**src/rtl/mem_arb_pkg.sv**
```systemverilog
// mem_arb_pkg: shared types and constants for the two-port byte-memory arbiter
package mem_arb_pkg;
  localparam int ADDR_W = 13;
  localparam int MEM_BYTES = 8192;
  typedef enum logic [1:0] {IDLE, STROBE, RECOVER, ACK} state_t;
  typedef enum logic {ID_CPU, ID_ENG} req_id_t;
endpackage

```
**src/rtl/rr_arb2.sv**
```systemverilog
// rr_arb2: two-way round-robin grant; on a tie the side not granted last wins
module rr_arb2 import mem_arb_pkg::*; (
  input  logic [1:0] req,
  input  req_id_t    last,
  output logic [1:0] gnt
);
  assign gnt = &req ? (last == ID_ENG ? 2'b01 : 2'b10) : req;
endmodule

```
**src/rtl/mem_arbiter.sv**
```systemverilog
// mem_arbiter: arbitrates CPU and engine word/byte accesses onto a byte-wide strobed memory
module mem_arbiter #(
  parameter int N = 32,
  parameter int ADDR_W = mem_arb_pkg::ADDR_W
) (
  input  logic              clk,
  input  logic              rst_n,
  input  logic              cpu_req,
  input  logic              cpu_we,
  input  logic              cpu_byte,
  input  logic [N-1:0]      cpu_addr,
  input  logic [N-1:0]      cpu_wdata,
  output logic [N-1:0]      cpu_rdata,
  output logic              cpu_ack,
  output logic              cpu_err,
  input  logic              eng_req,
  input  logic              eng_we,
  input  logic              eng_byte,
  input  logic [N-1:0]      eng_addr,
  input  logic [N-1:0]      eng_wdata,
  output logic [N-1:0]      eng_rdata,
  output logic              eng_ack,
  output logic              eng_err,
  output logic [ADDR_W-1:0] mem_addr,
  output logic [7:0]        mem_wdata,
  input  logic [7:0]        mem_rdata,
  output logic              mem_re,
  output logic              mem_we
);
  import mem_arb_pkg::*;
  state_t state, state_n;
  req_id_t last, owner, win, fin_id;
  logic we_q, byte_q, err_q, bad, done, load;
  logic [1:0] gnt, k;
  logic [N-1:0] addr_q, wdata_q, res, res_n, fin_val, sel_addr;
  logic [N:0] last_byte;
  rr_arb2 u_rr (.req({eng_req, cpu_req}), .last(last), .gnt(gnt));
  assign win = gnt[0] ? ID_CPU : ID_ENG;
  assign sel_addr = gnt[0] ? cpu_addr : eng_addr;
  // widened by one bit so an address near the top of the N-bit range cannot wrap past the bound
  assign last_byte = {1'b0, sel_addr} + (N+1)'((gnt[0] ? cpu_byte : eng_byte) ? 0 : 3);
  assign bad = last_byte >= (N+1)'(MEM_BYTES);
  assign done = k == (byte_q ? 2'd0 : 2'd3);
  assign load = (state == RECOVER && done) || (state == IDLE && |gnt && bad);
  assign fin_id = state == IDLE ? win : owner;
  assign fin_val = state == IDLE ? '0 : res_n;
  assign mem_re = state == STROBE && !we_q;
  assign mem_we = state == STROBE && we_q;
  assign mem_addr = ADDR_W'(addr_q + N'(k));
  assign mem_wdata = wdata_q[8*k +: 8];
  assign cpu_ack = state == ACK && owner == ID_CPU;
  assign eng_ack = state == ACK && owner == ID_ENG;
  assign cpu_err = cpu_ack && err_q;
  assign eng_err = eng_ack && err_q;
  always_comb begin
    state_n = state;
    case (state)
      IDLE:    state_n = |gnt ? (bad ? ACK : STROBE) : IDLE;
      STROBE:  state_n = RECOVER;
      RECOVER: state_n = done ? ACK : STROBE;
      default: state_n = IDLE;
    endcase
  end
  always_comb begin
    res_n = res;
    if (!we_q) res_n[8*k +: 8] = mem_rdata;
  end
  always_ff @(posedge clk or negedge rst_n) begin
    if (!rst_n) begin
      state <= IDLE;
      last <= ID_ENG;
      owner <= ID_CPU;
      we_q <= 1'b0;
      byte_q <= 1'b0;
      err_q <= 1'b0;
      addr_q <= '0;
      wdata_q <= '0;
      res <= '0;
      k <= 2'd0;
      cpu_rdata <= '0;
      eng_rdata <= '0;
    end else begin
      state <= state_n;
      if (state == IDLE && |gnt) begin
        owner <= win;
        last <= win;
        we_q <= gnt[0] ? cpu_we : eng_we;
        byte_q <= gnt[0] ? cpu_byte : eng_byte;
        addr_q <= sel_addr;
        wdata_q <= gnt[0] ? cpu_wdata : eng_wdata;
        err_q <= bad;
        res <= '0;
        k <= 2'd0;
      end
      if (state == RECOVER) begin
        res <= res_n;
        if (!done) k <= k + 2'd1;
      end
      if (load && fin_id == ID_CPU) cpu_rdata <= fin_val;
      if (load && fin_id == ID_ENG) eng_rdata <= fin_val;
    end
  end
endmodule
```
**config.mk**
```make
export PLATFORM = sky130hd
export DESIGN_NAME = mem_arbiter
export DESIGN_NICKNAME = d
export VERILOG_FILES = /design/src/rtl/mem_arb_pkg.sv /design/src/rtl/rr_arb2.sv /design/src/rtl/mem_arbiter.sv
export SDC_FILE = /design/constraint.sdc
export NUM_CORES = 1
export LEC_CHECK = 0
export ABC_AREA = 1
export CORE_ASPECT_RATIO = 1.1
export CORE_UTILIZATION = 40
export CTS_CLUSTER_DIAMETER = 40
export DETAILED_ROUTE_END_ITERATION = 6
export MAX_ROUTING_LAYER = met4
export PLACE_DENSITY = 0.71
export REMOVE_ABC_BUFFERS = 1
export SETUP_SLACK_MARGIN = 0.5
export SYNTH_ARGS = -nofsm -noshare
export SYNTH_HDL_FRONTEND = slang
export SYNTH_SLANG_ARGS = --single-unit
```
**constraint.sdc**
```tcl
create_clock -name clk -period 2.9 [get_ports clk]
set_input_delay 0.29 -clock clk [delete_from_list [all_inputs] [get_ports clk]]
set_output_delay 0.29 -clock clk [all_outputs]
set_load 0.02 [all_outputs]
```
* After elaboration in Yosys (flattened, before gate mapping)
Index checks and enable logic that the tools add are counted.
** Word-level totals
- Register bits after elaboration :: 150
- Bits of input ports :: 144
- Output and inout bits :: 91
** Operators by class
- $add $sub $neg :: 4
- Order comparisons :: 1
- Equal/unequal tests :: 4
- Shifts and indexed selects :: 3
- Multiplexer cells :: 22
- Bitwise operators :: 2
- Reduce and logical (&&, ||, !) cells :: 17
** Operators by type and width (count)
- $mux W32 :: 6
- $neg A5 Y34 :: 1
- $shift A8 B34 Y32 const A :: 1
- $shiftx A8 B34 Y32 :: 1
- $add A32 B2 Y33 :: 1
- $ge A33 B14 Y1 const B :: 1
- $bwmux W32 :: 1
- $shiftx A32 B6 Y8 :: 1
- $mux W2 :: 10
- $add A13 B2 Y13 :: 1
- $logic_and A1 B1 Y1 :: 11
- $pmux W2 S3 :: 1
- $eq A2 B2 Y1 const B :: 2
- $mux W1 :: 4
- $add A2 B1 Y2 const B :: 1
- $eq A2 B1 Y1 const B :: 1
- $eq A2 B2 Y1 :: 1
- $logic_not A2 Y1 :: 1
- $not A1 Y1 :: 2
- $reduce_and A2 Y1 :: 1
- $reduce_bool A2 Y1 :: 1
- $reduce_or A2 Y1 :: 1
- $logic_not A1 Y1 :: 1
- $logic_or A1 B1 Y1 :: 1

* Logic depth before layout (Yosys ltp)
- Depth in word-level cells :: 9
- Gate-level depth with buffers :: 27

* By module
From an unflattened synthesis, not the netlist that was laid out.
** Second synthesis, totals
- Cells, all modules :: 1208
- Area, all modules :: 8573.2 µm²
** Modules (own cells, without submodules)
- mem_arbiter :: times used 1, cells each 1203, area an instance 8552.0 µm²
- rr_arb2 :: times used 1, cells each 5, area an instance 21.3 µm²

* Least setup slack after synthesis
OpenSTA, ideal clock, no wires.
- Kind :: register to output
- Start point :: reg k[1]
- End point :: out mem_addr[12]
- Arrival time :: 2.530 ns
- Required time :: 2.610 ns
- Setup slack :: 0.080 ns
- Cell stages (with the launch flop) :: 12
- Cells stage by stage :: dfrtp_1 clkbuf_1 inv_1 clkbuf_1 fa_1 nor2_1 nand3_1 nor2_1 nand2_1 nor3_1 nand3_1 xnor2_1
** On the way
- Word-level cells in the longest chain between the ends :: 1
** RTL lines
- start, declared :: RTL line mem_arbiter.sv:34 : logic [1:0] gnt, k;
- start signal, assigned :: RTL line mem_arbiter.sv:97 : if (!done) k <= k + 2'd1;
- $add A13 B2 Y13 :: RTL line mem_arbiter.sv:49 : assign mem_addr = ADDR_W'(addr_q + N'(k));
- end, declared :: RTL line mem_arbiter.sv:24 : output logic [ADDR_W-1:0] mem_addr,
Every way passes these cells.

* Worst setup path after layout
- Start point :: reg last
- End point :: reg eng_rdata[4]
** On the way
- Word-level cells in the longest chain between the ends :: 9
- Elaborated cells between the ends (all ways) :: 14
- Classes of those cells :: add/sub: 1; order compare: 1; mux: 7; reduce/logical: 5
** RTL lines
- start, declared :: RTL line mem_arbiter.sv:32 : req_id_t last, owner, win, fin_id;
- start signal, assigned :: RTL line mem_arbiter.sv:86 : last <= win;
- $mux W2 * (2 in series) :: RTL line rr_arb2.sv:7 : assign gnt = &req ? (last == ID_ENG ? 2'b01 : 2'b10) : req;
- $mux W1 :: RTL line mem_arbiter.sv:41 : assign last_byte = {1'b0, sel_addr} + (N+1)'((gnt[0] ? cpu_byte : eng_byte) ? 0 : 3);
- $mux W2 :: RTL line mem_arbiter.sv:41
- $add A32 B2 Y33 :: RTL line mem_arbiter.sv:41
- $ge A33 B14 Y1 :: RTL line mem_arbiter.sv:42 : assign bad = last_byte >= (N+1)'(MEM_BYTES);
- $logic_and A1 B1 Y1 :: RTL line mem_arbiter.sv:44 : assign load = (state == RECOVER && done) || (state == IDLE && |gnt && bad);
- $logic_or A1 B1 Y1 :: RTL line mem_arbiter.sv:44
- $logic_and A1 B1 Y1 * :: RTL line mem_arbiter.sv:100 : if (load && fin_id == ID_ENG) eng_rdata <= fin_val;
- end signal, assigned :: RTL line mem_arbiter.sv:100
- end, declared :: RTL line mem_arbiter.sv:21 : output logic [N-1:0] eng_rdata,
Every way passes the cells marked *; elsewhere a longest branch is shown, timed or not.
A chain may end at the register's enable or synchronous reset.

==> results.sh <==
export IMPL_combinational_family_with_the_most_area_after_synthesis="simple AND/OR/NAND/NOR gates"
export IMPL_status="finished with violations"
export IMPL_setup_violations_final=66
export IMPL_core_region_area_sq_um=21510
export IMPL_rsz_0062_raised_after_global_routing="yes"
export IMPL_power_density_nw_per_um2=881.8
export IMPL_slowest_stage="sky130_fd_sc_hd__dfstp_2"
export IMPL_post_synth_top_area_fraction_pct=42.09
export IMPL_syn_area_per_cell_sq_um=7.025
export IMPL_final_setup_worst_slack_ns=-0.2958
export IMPL_grt_overflow=0
export IMPL_final_slew_violations=0
export IMPL_grt_pass1_wl_mm=47.41
export IMPL_yosys_area_share_adder_pct=1.356
export IMPL_worstSkewPairLatency_ns=0.43
export IMPL_dp_hpwl_mm=21.77
export IMPL_post_route_drc_count=0
export IMPL_cp_start_kind="register"
export IMPL_rows=56
export IMPL_cts_root_buf="sky130_fd_sc_hd__clkbuf_16"
export IMPL_final_layout_size_suffix_gt1_share_pct=20.97
export IMPL_cts_htree_levels=4
export IMPL_finish_cell_count_without_fillers=1893
export IMPL_largest_net_degree_at_the_start_of_global_routing=75
export IMPL_drt_vias_per_instance=5.114
export IMPL_cts_bufs_inserted=17
export IMPL_boundaryPins=235
export IMPL_vertical_extent_of_the_die_um=158.1
export IMPL_final_fill_count=1874
export IMPL_rr_startpoint="last$_DFFE_PN1P_"
export IMPL_critical_path_arrival_ns=3.56
export IMPL_cts_root_to_sink_buffers=2
export IMPL_placed_area_sq_um=12180
export IMPL_achievable_frequency_mhz=312.9
export IMPL_timing_critical_path_max_delay_family="simple AND/OR/NAND/NOR gates"
export IMPL_wp_data_required_ns=3.27
export IMPL_ys_warn_count=0
export IMPL_synth_largest_area_cell="sky130_fd_sc_hd__dfrtp_1"
export IMPL_number_of_cell_instances_on_the_worst_register_to_register_path=24
export IMPL_synth_cell_type_count=36
export IMPL_area_growth_pct=56.02
export IMPL_detailedRoute_firstPassIterationCount=6
export IMPL_dieArea_sq_um=22750
export IMPL_timing_critical_path_cells="clkinvlp_4 > nand2_4 > buf_8 > buf_12 > buf_8 > buf_4 > nand3_2 > nand2_4 > nor2_2 > nand4_1 > nor2_1 > buf_4 > nand3b_1 > nand2_1 > nor2_2 > nand2_1 > nor2_2 > nand3_2 > nand2_4 > nand2_8 > nand2_8 > clkbuf_16 > nand2_1 > nand2_1"
export IMPL_layout_cell_area_non_filler_sq_um=13820
export IMPL_num_vias=9681
export IMPL_ant_nets=0
export IMPL_hold_class="in2async"
export IMPL_first_global_vias=9186
export IMPL_synth_xor_area_share_pct=1.582
export IMPL_cap_viol_max_count=0
export IMPL_grtUsageTotal_pct=27.74
export IMPL_yosysSeqAreaShare_pct=42.39
export IMPL_critical_path_max_stage_delay_ns=0.55
export IMPL_post_route_min_period_ns=3.196
export IMPL_max_slew_margin_pct=54.31
export IMPL_place_congestion=0.9111
export IMPL_start_util_pct=41.18
export IMPL_synth_ff_latch_count=150
export IMPL_synth_compound_gate_area_share_pct=11.50
export IMPL_postRouteWirelength_mm=30.79
export IMPL_critical_path_buf_inv_count=7
export IMPL_synth_simple_gate_area_share_pct=35.11
export IMPL_dp_cells=1834
export IMPL_syn_cell_area_sq_um=8858
export IMPL_port_buffers=234
export IMPL_standby_leakage_power_nw=6.519
export IMPL_grt_antenna_before_repair=1
export IMPL_synth_top_cells_by_area="sky130_fd_sc_hd__dfrtp_1 42%, sky130_fd_sc_hd__nand2_1 16%, sky130_fd_sc_hd__nand3_1 8.0%"
export IMPL_timing_final_hold_violations=0
export IMPL_regToRegEndpoint="eng_rdata[4]$_DFFE_PN0P_"
export IMPL_yosys_mux_area_fraction_pct=0
export IMPL_peakVddDrop_v=0.0005835
export IMPL_timing_reg2reg_setup_slack_ns=-0.30
export IMPL_cts_sinks=150
export IMPL_synthesized_instance_count=1261
export IMPL_critical_path_max_fanout=8
export IMPL_post_route_period_util_pct=110.2
export IMPL_failed_checks="negative setup slack"
export IMPL_cp_end_kind="register"
export IMPL_timing_setup_critical_path_class="reg2reg"
export IMPL_design_final_nets=1742
export IMPL_cts_tree="built"
export IMPL_path_common_cell="sky130_fd_sc_hd__nand2_1"
export IMPL_worst_slew_pin_slew_ns=0.6853
export IMPL_detail_route_iter0_violations=631
export IMPL_clock_skew_final_ns=0.009449
export IMPL_cts_clk_slew_worst_paths_ns=0.07
export IMPL_die_width_um=143.9
export IMPL_mean_routed_wirelength_per_cell_um=16.26
## cells in the mapped netlist
| master | count |
|---|---|
| sky130_fd_sc_hd__nor3_2 | 1 |
| sky130_fd_sc_hd__clkbuf_1 | 38 |
| sky130_fd_sc_hd__nand2_2 | 5 |
| sky130_fd_sc_hd__a22oi_1 | 22 |
| sky130_fd_sc_hd__o22ai_1 | 25 |
| sky130_fd_sc_hd__or2_2 | 1 |
| sky130_fd_sc_hd__nand3b_1 | 18 |
| sky130_fd_sc_hd__nor2_2 | 1 |
| sky130_fd_sc_hd__o21ai_0 | 122 |
| sky130_fd_sc_hd__inv_1 | 89 |
| sky130_fd_sc_hd__buf_2 | 10 |
| sky130_fd_sc_hd__inv_2 | 3 |
| sky130_fd_sc_hd__and2_1 | 1 |
| sky130_fd_sc_hd__nor4_1 | 3 |
| sky130_fd_sc_hd__dfstp_2 | 1 |
| sky130_fd_sc_hd__dfrtp_1 | 149 |
| sky130_fd_sc_hd__nor3_1 | 6 |
| sky130_fd_sc_hd__ha_1 | 8 |
| sky130_fd_sc_hd__buf_1 | 3 |
| sky130_fd_sc_hd__nor2_4 | 2 |
| sky130_fd_sc_hd__a31oi_1 | 1 |
| sky130_fd_sc_hd__nand4_1 | 10 |
| sky130_fd_sc_hd__buf_4 | 8 |
| sky130_fd_sc_hd__a32o_1 | 1 |
| sky130_fd_sc_hd__a21oi_1 | 4 |
| sky130_fd_sc_hd__nand2_1 | 385 |
| sky130_fd_sc_hd__a21boi_1 | 1 |
| sky130_fd_sc_hd__nor2_1 | 168 |
| sky130_fd_sc_hd__buf_6 | 9 |
| sky130_fd_sc_hd__clkinv_1 | 1 |
| sky130_fd_sc_hd__nand3_1 | 141 |
| sky130_fd_sc_hd__a32oi_1 | 2 |
| sky130_fd_sc_hd__xnor2_1 | 4 |
| sky130_fd_sc_hd__o21ai_1 | 5 |
| sky130_fd_sc_hd__xor2_1 | 12 |
| sky130_fd_sc_hd__fa_1 | 1 |
## state kept, by name, summed over array words and instances, names as in the netlist
name,cells
err_q,1
last,1
we_q,1
addr_q,13
owner,1
res,32
cpu_rdata,32
eng_rdata,32
byte_q,1
k,2
wdata_q,32
state,2
## layout by cell type (no fill, tap or decap), types with 4 or more instances in the layout
cell type	netlist	final
sky130_fd_sc_hd__a22oi_1	22	22
sky130_fd_sc_hd__buf_12	0	7
sky130_fd_sc_hd__buf_4	8	114
sky130_fd_sc_hd__buf_6	9	24
sky130_fd_sc_hd__buf_8	0	4
sky130_fd_sc_hd__clkbuf_16	0	19
sky130_fd_sc_hd__clkdlybuf4s50_1	0	213
sky130_fd_sc_hd__clkinvlp_4	0	4
sky130_fd_sc_hd__dfrtp_1	149	149
sky130_fd_sc_hd__dlygate4sd2_1	0	8
sky130_fd_sc_hd__ha_1	8	6
sky130_fd_sc_hd__inv_1	89	84
sky130_fd_sc_hd__inv_2	3	6
sky130_fd_sc_hd__inv_6	0	7
sky130_fd_sc_hd__nand2_1	385	336
sky130_fd_sc_hd__nand2_2	5	42
sky130_fd_sc_hd__nand2_4	0	9
sky130_fd_sc_hd__nand3_1	141	120
sky130_fd_sc_hd__nand3_2	0	18
sky130_fd_sc_hd__nand3b_1	18	18
sky130_fd_sc_hd__nand4_1	10	10
sky130_fd_sc_hd__nor2_1	168	131
sky130_fd_sc_hd__nor2_2	1	30
sky130_fd_sc_hd__nor2_4	2	10
sky130_fd_sc_hd__o21ai_0	122	122
sky130_fd_sc_hd__o22ai_1	25	25
sky130_fd_sc_hd__xor2_1	12	5
sky130_fd_sc_hd__xor2_2	0	6
## report_power, final
| part | internal (W) | total (W) | switching (W) | leakage, nW |
|---|---|---|---|---|
| logic | 0.00263 | 0.00668 | 0.00405 | 4.23 |
| clock network | 0.00139 | 0.00239 | 0.000995 | 0.303 |
| registers | 0.00271 | 0.00312 | 0.000414 | 1.99 |
| total | 0.00673 | 0.0122 | 0.00546 | 6.52 |
## metrics by stage
step	setup TNS (ns)	setup slack, ns	hold slack, ns	total power [W]	util, %
final	-16.74	-0.2958	0.4366	0.01219	64.25
after global routing	-30.22	-0.4931	0.4684	0.01293	64.25
after CTS	-21.33	-0.3766	0.4627	0.01173	61.70
after detailed placement	-45.60	-0.7147	0.3441	0.008956	56.63
after global placement	-40.52	-0.6286	0.3448	0.008876	56.63
after floorplan	-284.49	-2.758	-0.005591	0.006055	-
## worst max path at each step
stage          slack (ns)  depth (start not counted)                         to          startpoint
2_1_floorplan       -2.76                          8   cpu_rdata[0]$_DFFE_PN0P_  state[1]$_DFF_PN0_
3_3_place_gp        -0.63                         23   eng_rdata[9]$_DFFE_PN0P_             eng_req
3_5_place_dp        -0.71                         25  eng_rdata[18]$_DFFE_PN0P_             eng_req
4_1_cts             -0.38                         23  eng_rdata[14]$_DFFE_PN0P_    last$_DFFE_PN1P_
5_1_grt             -0.49                         23  eng_rdata[26]$_DFFE_PN0P_    last$_DFFE_PN1P_
6_report            -0.30                         24   eng_rdata[4]$_DFFE_PN0P_    last$_DFFE_PN1P_
## cells by family after synthesis
| family | count (synthesis) |
|---|---|
| AO/OA/AOI/OAI | 183 |
| XOR/XNOR | 16 |
| AND/OR/NAND/NOR | 742 |
| buffers and inverters | 161 |
| adder cells (fa/ha/maj) | 9 |
| flip-flops | 150 |
## cell type report
class / instances / area, sq um / share of cell area [%]
Antenna cell: 1 / 2.502 / 0.01811
Clock buffer: 17 / 425.4 / 3.078
Clock inverter: 15 / 205.2 / 1.485
Inverter: 93 / 356.6 / 2.580
Multi-Input combinational cell: 950 / 5050 / 36.54
Sequential cell: 150 / 3755 / 27.17
Tap cell: 290 / 362.8 / 2.625
Timing Repair Buffer: 377 / 3664 / 26.51
## per-layer routing
metal,GRT usage [%],wire (um)
met5,-,0
met4,8.612,715
met3,3.872,1621
met2,45.94,15330
met1,34.95,13120
## timing repair
| item | CTS | global route |
|---|---|---|
| buffers inserted | 12 | 8 |
| hold buffers | 1 | 0 |
| gates resized for setup | 141 | 123 |
| pin swaps | 11 | 41 |
| setup endpoints to repair | 89 | 90 |
| gates cloned | 3 | 2 |
| hold endpoints to repair | 71 | 0 |
(Power assumes the default switching activity.)
